### src/rtl/nexys_starship_pkg.sv
// nexys_starship_pkg: shared state encoding, station indices and LFSR constants for the monster scheduler
package nexys_starship_pkg;
  typedef enum logic [2:0] {S_INIT = 3'b001, S_PLAY = 3'b010, S_OVER = 3'b100} state_t;
  localparam int STN_TOP = 0;
  localparam int STN_BOTTOM = 1;
  localparam int STN_LEFT = 2;
  localparam int STN_RIGHT = 3;
  localparam logic [7:0] LFSR_SEED = 8'hA5;
  localparam logic [7:0] LFSR_TAPS = 8'hB8;
  function automatic logic [7:0] lfsr_next(input logic [7:0] l);
    return {l[6:0], ^(l & LFSR_TAPS)};
  endfunction
endpackage

### src/rtl/nexys_starship_station_timer.sv
// nexys_starship_station_timer: occupancy flag and deadline counter for one monster station
module nexys_starship_station_timer #(
  parameter int DEADLINE_TICKS = 5,
  parameter int CNT_W = 4
) (
  input  logic Clk,
  input  logic Reset,
  input  logic clear,
  input  logic enable,
  input  logic load,
  input  logic hit,
  input  logic tick,
  output logic occupied,
  output logic expire
);
  logic [CNT_W-1:0] dl_cnt;
  assign expire = enable & tick & occupied & ~hit & (dl_cnt == CNT_W'(1));
  always_ff @(posedge Clk)
    if (!Reset || clear) begin
      occupied <= 1'b0;
      dl_cnt <= '0;
    end else if (enable) begin
      if (load) begin
        occupied <= 1'b1;
        dl_cnt <= CNT_W'(DEADLINE_TICKS);
      end else if (hit && occupied) begin
        occupied <= 1'b0;
        dl_cnt <= '0;
      end else if (tick && occupied)
        dl_cnt <= dl_cnt - 1'b1;
    end
endmodule

### src/rtl/nexys_starship_monster_sched.sv
// nexys_starship_monster_sched: central spawn/deadline/score scheduler for all monster stations
// STARSHIP_LFSR_EN selects an LFSR-randomised spawn search start instead of round-robin.
module nexys_starship_monster_sched
  import nexys_starship_pkg::*;
#(
  parameter int NUM_ST = 4,
  parameter int SPAWN_TICKS = 3,
  parameter int DEADLINE_TICKS = 5,
  parameter int CNT_W = 4
) (
  input  logic              Clk,
  input  logic              Reset,
  input  logic              start,
  input  logic              tick,
  input  logic [NUM_ST-1:0] hit,
  output logic [NUM_ST-1:0] monster,
  output logic [7:0]        score,
  output logic              game_over,
  output logic              q_Init,
  output logic              q_Play,
  output logic              q_Over
);
  localparam int IW = $clog2(NUM_ST);
  state_t st;
  logic [CNT_W-1:0] spawn_cnt;
  logic [IW-1:0] base, sel;
  logic found, spawn_now;
  logic [NUM_ST-1:0] free, load, expire;
  logic [8:0] score_sum;
`ifdef STARSHIP_LFSR_EN
  logic [7:0] lfsr;
  assign base = lfsr[IW-1:0];
  always_ff @(posedge Clk)
    if (!Reset) lfsr <= LFSR_SEED;
    else if (st == S_PLAY) lfsr <= lfsr_next(lfsr);
`else
  logic [IW-1:0] rr_ptr;
  assign base = rr_ptr;
  always_ff @(posedge Clk)
    if (!Reset) rr_ptr <= '0;
    else if (st == S_INIT && start) rr_ptr <= '0;
    else if (spawn_now && found) rr_ptr <= sel + 1'b1;
`endif
  assign {q_Over, q_Play, q_Init} = st;
  assign game_over = st[2];
  // a station hit this cycle is not eligible for the spawn, even though it ends up empty
  assign free = ~monster & ~hit;
  assign spawn_now = (st == S_PLAY) & tick & (spawn_cnt == CNT_W'(1));
  assign load = (spawn_now && found) ? NUM_ST'(1) << sel : '0;
  assign score_sum = {1'b0, score} + 9'($countones(hit & monster));
  always_comb begin
    found = 1'b0;
    sel = base;
    for (int k = 0; k < NUM_ST; k++)
      if (!found && free[base + IW'(k)]) begin
        found = 1'b1;
        sel = base + IW'(k);
      end
  end
  for (genvar i = 0; i < NUM_ST; i++) begin : g_st
    nexys_starship_station_timer #(.DEADLINE_TICKS(DEADLINE_TICKS), .CNT_W(CNT_W)) u_timer (
      .Clk(Clk),
      .Reset(Reset),
      .clear(start && st != S_PLAY),
      .enable(st == S_PLAY),
      .load(load[i]),
      .hit(hit[i]),
      .tick(tick),
      .occupied(monster[i]),
      .expire(expire[i])
    );
  end
  always_ff @(posedge Clk)
    if (!Reset) begin
      st <= S_INIT;
      spawn_cnt <= '0;
      score <= '0;
    end else if (st == S_INIT && start) begin
      st <= S_PLAY;
      spawn_cnt <= CNT_W'(SPAWN_TICKS);
      score <= '0;
    end else if (st == S_PLAY) begin
      score <= score_sum[8] ? 8'hFF : score_sum[7:0];
      if (tick) spawn_cnt <= spawn_now ? CNT_W'(SPAWN_TICKS) : spawn_cnt - 1'b1;
      if (|expire) st <= S_OVER;
    end else if (st == S_OVER && start)
      st <= S_INIT;
endmodule

### config.mk
export PLATFORM = sky130hd
export DESIGN_NAME = nexys_starship_monster_sched
export DESIGN_NICKNAME = d
export VERILOG_FILES = /design/src/rtl/nexys_starship_pkg.sv /design/src/rtl/nexys_starship_station_timer.sv /design/src/rtl/nexys_starship_monster_sched.sv
export SDC_FILE = /design/constraint.sdc
export NUM_CORES = 1
export LEC_CHECK = 0
export ABC_AREA = 1
export CORE_MARGIN = 3
export CORE_UTILIZATION = 30
export CTS_CLUSTER_DIAMETER = 50
export DETAILED_ROUTE_END_ITERATION = 8
export PLACE_DENSITY = 0.53
export SETUP_SLACK_MARGIN = 0.4
export SKIP_CTS_REPAIR_TIMING = 1
export SYNTH_ARGS = -nofsm -noshare
export SYNTH_HDL_FRONTEND = slang
export SYNTH_SLANG_ARGS = --single-unit
### constraint.sdc
create_clock -name Clk -period 4.9 [get_ports Clk]
set_clock_uncertainty 0.05 [all_clocks]
set_input_delay 0.98 -clock Clk [delete_from_list [all_inputs] [get_ports Clk]]
set_output_delay 0.98 -clock Clk [all_outputs]
set_load 0.02 [all_outputs]
[After elaboration in Yosys (flattened, before gate mapping)]
Cells that the tools add are included.
Cells by class
  add/subtract/negate cells: 13
  magnitude comparators: 4
  eq/ne operators: 11
  shift operators: 1
  muxes and demuxes: 45
  bitwise operators: 23
  reductions and logical operators: 46
Operators with widths (count)
  2-to-1 mux 4 bit: 14
  AND reduction 2 bit: 12
  == test 4 x 1 -> 1 bit, second input constant: 5
  subtractor 4 x 1 -> 4 bit, second input constant: 5
  2-to-1 mux 1 bit: 16
  logical AND 1 bit: 15
  nonzero test 3 bit: 5
  bitwise AND 1 bit: 14
  2-to-1 mux 2 bit: 7
  nonzero test 2 bit: 7
  < comparator 2 x 3 -> 1 bit, second input constant: 4
  adder 8 x 3 -> 9 bit: 1
  2-to-1 mux 3 bit: 3
  bitwise AND 4 bit: 2
  binary-select mux 1 bit (select 2 bit): 4
  2-to-1 mux 8 bit: 1
  inverter 4 bit: 2
  inverter 1 bit: 5
  adder 1 x 1 -> 2 bit: 2
  adder 2 x 1 -> 2 bit, second input constant: 2
  adder 2 bit, second input constant: 2
  logical NOT 1 bit: 4
  OR reduction 4 bit: 1
  << shifter 1 x 2 -> 4 bit, first input constant: 1
  other kinds (9): 9
Storage, ports and cells
  flip-flop bits (word level): 37
  input port bits: 8

[Depth between registers and ports, before layout]
  word-level depth: 18
  gate-level depth with buffers: 18

[Modules after synthesis]
From an unflattened synthesis, not the netlist that was laid out.
Second synthesis, totals
  cells, all modules: 395
  area, all modules: 2668.8 µm²
Modules (own cells, without submodules)
  nexys_starship_monster_sched: times used 1, cells each 203, area an instance 1432.6 µm²
  nexys_starship_station_timer: times used 4, cells each 48, area an instance 309.0 µm²

[Worst setup path before layout]
No wires, ideal clock.
  path kind: input-to-reg
  start: input hit[2]
  end: register score[4]
  setup time: 0.072 ns
  arrival: 2.975 ns
  data required time: 4.778 ns
  path slack: 1.803 ns
  cell stages on the path: 11
  buffers on the path: 0
  path through: nand2_1 -> inv_1 -> fa_1 -> inv_1 -> fa_1 -> inv_1 -> fa_1 -> inv_1 -> nor4_1 -> nand4_1 -> a21oi_1
On the way
  cells in the longest elaborated chain, start to end: 5
Ends and longest elaborated chain
  from (decl): RTL line nexys_starship_monster_sched.sv:15  | input logic [NUM_ST-1:0] hit,
  bitwise AND 4 bit: RTL line nexys_starship_monster_sched.sv:50  | assign score_sum = {1'b0, score} + 9'($countones(hit & monster));
  adder 1 x 1 -> 2 bit (not written as such): RTL line nexys_starship_monster_sched.sv:50
  adder 2 x 2 -> 3 bit (not written as such): RTL line nexys_starship_monster_sched.sv:50
  adder 8 x 3 -> 9 bit: RTL line nexys_starship_monster_sched.sv:50
  2-to-1 mux 8 bit: RTL line nexys_starship_monster_sched.sv:83  | score <= score_sum[8] ? 8'hFF : score_sum[7:0];
  to (signal assigned): RTL line nexys_starship_monster_sched.sv:83
  to (decl): RTL line nexys_starship_monster_sched.sv:17  | output logic [7:0] score,
Every way passes these cells.
A chain may end at the register's enable or synchronous reset.

[Worst setup path in the final report]
Ends and elaborated chain as after synthesis.

==> flow_metrics.py <==
metrics = {
    "global_routing": {
        "grt_max_degree": 16,
        "overflow": 0,
        "antenna_found_initial": 0,
        "grt_pass1_vias": 2158,
        "track_usage": 0.126,
        "grt_pass1_wl_um": 10300,
    },
    "route": {
        "drtIter0Drc": 81,
        "ant_nets": 0,
        "first_pass_iters": 4,
        "avgRoutedWirePerCell_um": 11.9,
        "via_per_inst": 4.71,
        "drc": 0,
        "vias": 2337,
        "drt_wl_total_um": 5920,
    },
    "yosys": {
        "syn_area_per_cell_um2": 7.15,
        "synth_cells": 369,
        "syn-num-nets": 391,
        "ys_warn_count": 0,
        "mappedNetlistArea_um2": 2640,
        "synth-seq-area-share": 0.281,
        "synth_cell_types": 39,
        "synth_seq_cells": 37,
    },
    "worst_setup_path": {
        "required_ns": 5.08,
        "reg2reg_slack_ns": 2.16,
        "path_class": "in2reg",
        "r2r_start": "g_st[2].u_timer.occupied$_SDFFE_PP0P_",
        "crit_arrival_ns": 3.72,
        "startpoint": "hit[2]",
        "reg2reg_to": "score[4]$_SDFFE_PP0P_",
        "rr_worst_depth": 11,
        "cp-end-kind": "flip-flop",
        "worstPathMaxFanout": 7,
        "startpoint_type": "input port",
    },
    "die": {
        "dieHeight_um": 99.8,
        "start_util": 0.315,
        "fp.dieW_um": 99.8,
        "dieArea_um2": 9960,
        "fp-row-count": 33,
        "io_pins": 24,
        "core_area_um2": 8380,
    },
    "place": {
        "place.port_buffers": 23,
        "place.gp.congestion": 0.782,
        "hpwl_um": 4600,
        "place_area_um2": 2930,
        "dpl.cell_count": 488,
    },
    "cells_and_area": {
        "final_util": 0.366,
        "fin_cells": 496,
        "stdcell_area_um2": 3070,
        "fin_nets": 412,
        "diodes": 0,
        "drive_gt1_frac": 0.148,
        "syn2layout_area_growth_pct": 16.3,
    },
    "sta": {
        "fmax_mhz": 282,
        "period_share": 0.723,
        "rsz0062_at_grt": "false",
        "final-setup-viol-count": 0,
        "timing.setup.tns_ns": 0,
        "min_period_ns": 3.54,
        "relSlewSlack": 0.469,
        "slew_viol_final": 0,
        "worst_pin_slew_ns": 0.794,
        "finalHoldViolCount": 0,
    },
    "clock_network": {
        "root_buffer": "clkbuf_8",
        "cts_tree": "built",
        "clockBufferDepth": 2,
        "cts_sinks": 37,
        "htreeDepth": 2,
        "clock_latency_ns": 0.30,
        "cts_buffers": 5,
        "clk_pin_slew_ns": 0.09,
    },
    "worst_hold_path": {
        "hold_path_class": "reg2reg",
        "holdPathEnd": "g_st[1].u_timer.dl_cnt[1]$_SDFFE_PP0P_",
        "hold_path_depth": 2,
        "hold_start": "g_st[1].u_timer.dl_cnt[1]$_SDFFE_PP0P_",
    },
    "power_and_ir_drop": {
        "leakagePower_uw": 0.00131,
        "powerDensity_nw_per_um2": 231,
        "peakVddDrop_mv": 0.179,
    },
    "flow_run": {
        "drv_cap": 0,
    },
    "status": {
        "status": "completed",
    },
}
-- worst max path at each step --
stage | end | slack, ns | cells past startpoint
global placement | score[5]$_SDFFE_PP0P_ | 1.09 | 12
global route | score[4]$_SDFFE_PP0P_ | 1.15 | 12
finish | score[4]$_SDFFE_PP0P_ | 1.36 | 12
floorplan | score[4]$_SDFFE_PP0P_ | 1.80 | 11
CTS | score[4]$_SDFFE_PP0P_ | 1.36 | 12
detailed placement | score[4]$_SDFFE_PP0P_ | 1.03 | 12
-- routing by layer --
layer,routed length (um),vias to the layer above,global-route usage
li1,-,1236,-
met3,213,6,0.0250
met5,0,-,0
met1,3020,1046,0.172
met2,2600,49,0.201
met4,78,0,0.0431
-- registers in the layout (all words and copies together), names as in the netlist --
name,count
g_st.u_timer.dl_cnt,16
score,8
g_st.u_timer.occupied,4
spawn_cnt,4
st,3
base,2
-- layout by cell type (no fill, tap or decap) --
cell and count:
nand4_4 1, nor3_1 5, nand3_2 8, nor2_2 3
nand2_4 10, nor2_4 2, inv_8 1, a41oi_1 1
a31oi_1 2, nor3_4 1, dfxtp_1 37, nand3_1 34
o31ai_1 1, nor4_1 4, a211oi_1 1, nand4_1 3
o21ai_0 11, clkdlybuf4s50_1 23, inv_2 2, inv_1 41
or2_2 3, inv_6 1, xnor2_1 4, xor2_1 9
nor2_1 22, fa_1 3, clkbuf_8 5, o211ai_1 1
a21oi_1 29, nand2_1 88, a21oi_2 1, nor2_8 1
and3_1 1, bufinv_16 2, ha_1 11, o21ai_4 1
inv_4 1, nand2_2 15, clkinv_1 2
-- cell usage after synthesis, drive strengths merged --
| library cell | number | area share |
|---|---|---|
| clkbuf | 1 | 0.0014 |
| xor2 | 9 | 0.030 |
| inv | 45 | 0.068 |
| o211ai | 1 | 0.0028 |
| nor4 | 4 | 0.0095 |
| o31ai | 1 | 0.0028 |
| nor3 | 6 | 0.016 |
| a21oi | 30 | 0.058 |
| nand4 | 4 | 0.015 |
| xnor2 | 4 | 0.013 |
| buf | 8 | 0.025 |
| a31oi | 2 | 0.0047 |
| and3 | 1 | 0.0024 |
| nand3 | 42 | 0.095 |
| nor2 | 28 | 0.055 |
| nand2 | 113 | 0.20 |
| ha | 11 | 0.052 |
| a211oi | 1 | 0.0028 |
| o21ai | 12 | 0.027 |
| or2 | 3 | 0.0071 |
| a41oi | 1 | 0.0033 |
| clkinv | 2 | 0.0028 |
| dfxtp | 37 | 0.28 |
| fa | 3 | 0.023 |
-- area by class of cell --
cell class	count	area (um2)
clock buffers	5	68.8
multi-input cells	276	1640
fillers	875	5310
repair buffers	23	230
inverters	47	186
clock inverters	3	68.8
flip-flops and latches	37	741
well taps	105	131
-- worst max-delay path, stage by stage --
cell and delay (ns):
clkdlybuf4s50_1 0.45, nand2_1 0.18, inv_1 0.11, fa_1 0.50, inv_1 0.05, fa_1 0.38, inv_1 0.10, fa_1 0.16
inv_1 0.06, nor4_1 0.22, nand4_1 0.30, a21oi_1 0.24
-- where the power goes --
| group | switching (uW) | internal, uW |
|---|---|---|
| logic | 48.1 | 24.1 |
| clock network | 121 | 205 |
| registers | 4.83 | 305 |
-- per-stage QoR --
stage,hold WS [ns],total power (uW),setup WS [ns]
2_1_floorplan,0.389,366,1.80
3_3_place_gp,0.401,389,1.09
3_5_place_dp,0.407,389,1.03
4_1_cts,0.418,716,1.36
5_1_grt,0.435,740,1.15
6_report,0.411,708,1.36
-- kinds of logic (layout without fill, tap and decap cells) --
| logic type | count (synthesis) | count (layout) | share of synthesized area |
|---|---|---|---|
| AO/OA/AOI/OAI | 48 | 48 | 0.102 |
| XOR/XNOR | 13 | 13 | 0.0431 |
| adder cells (fa/ha/maj) | 14 | 14 | 0.0749 |
| buffers and inverters | 56 | 78 | 0.0967 |
| flip-flops | 37 | 37 | 0.281 |
| AND/OR/NAND/NOR | 201 | 201 | 0.403 |
Power figures use the tool's default switching activity.
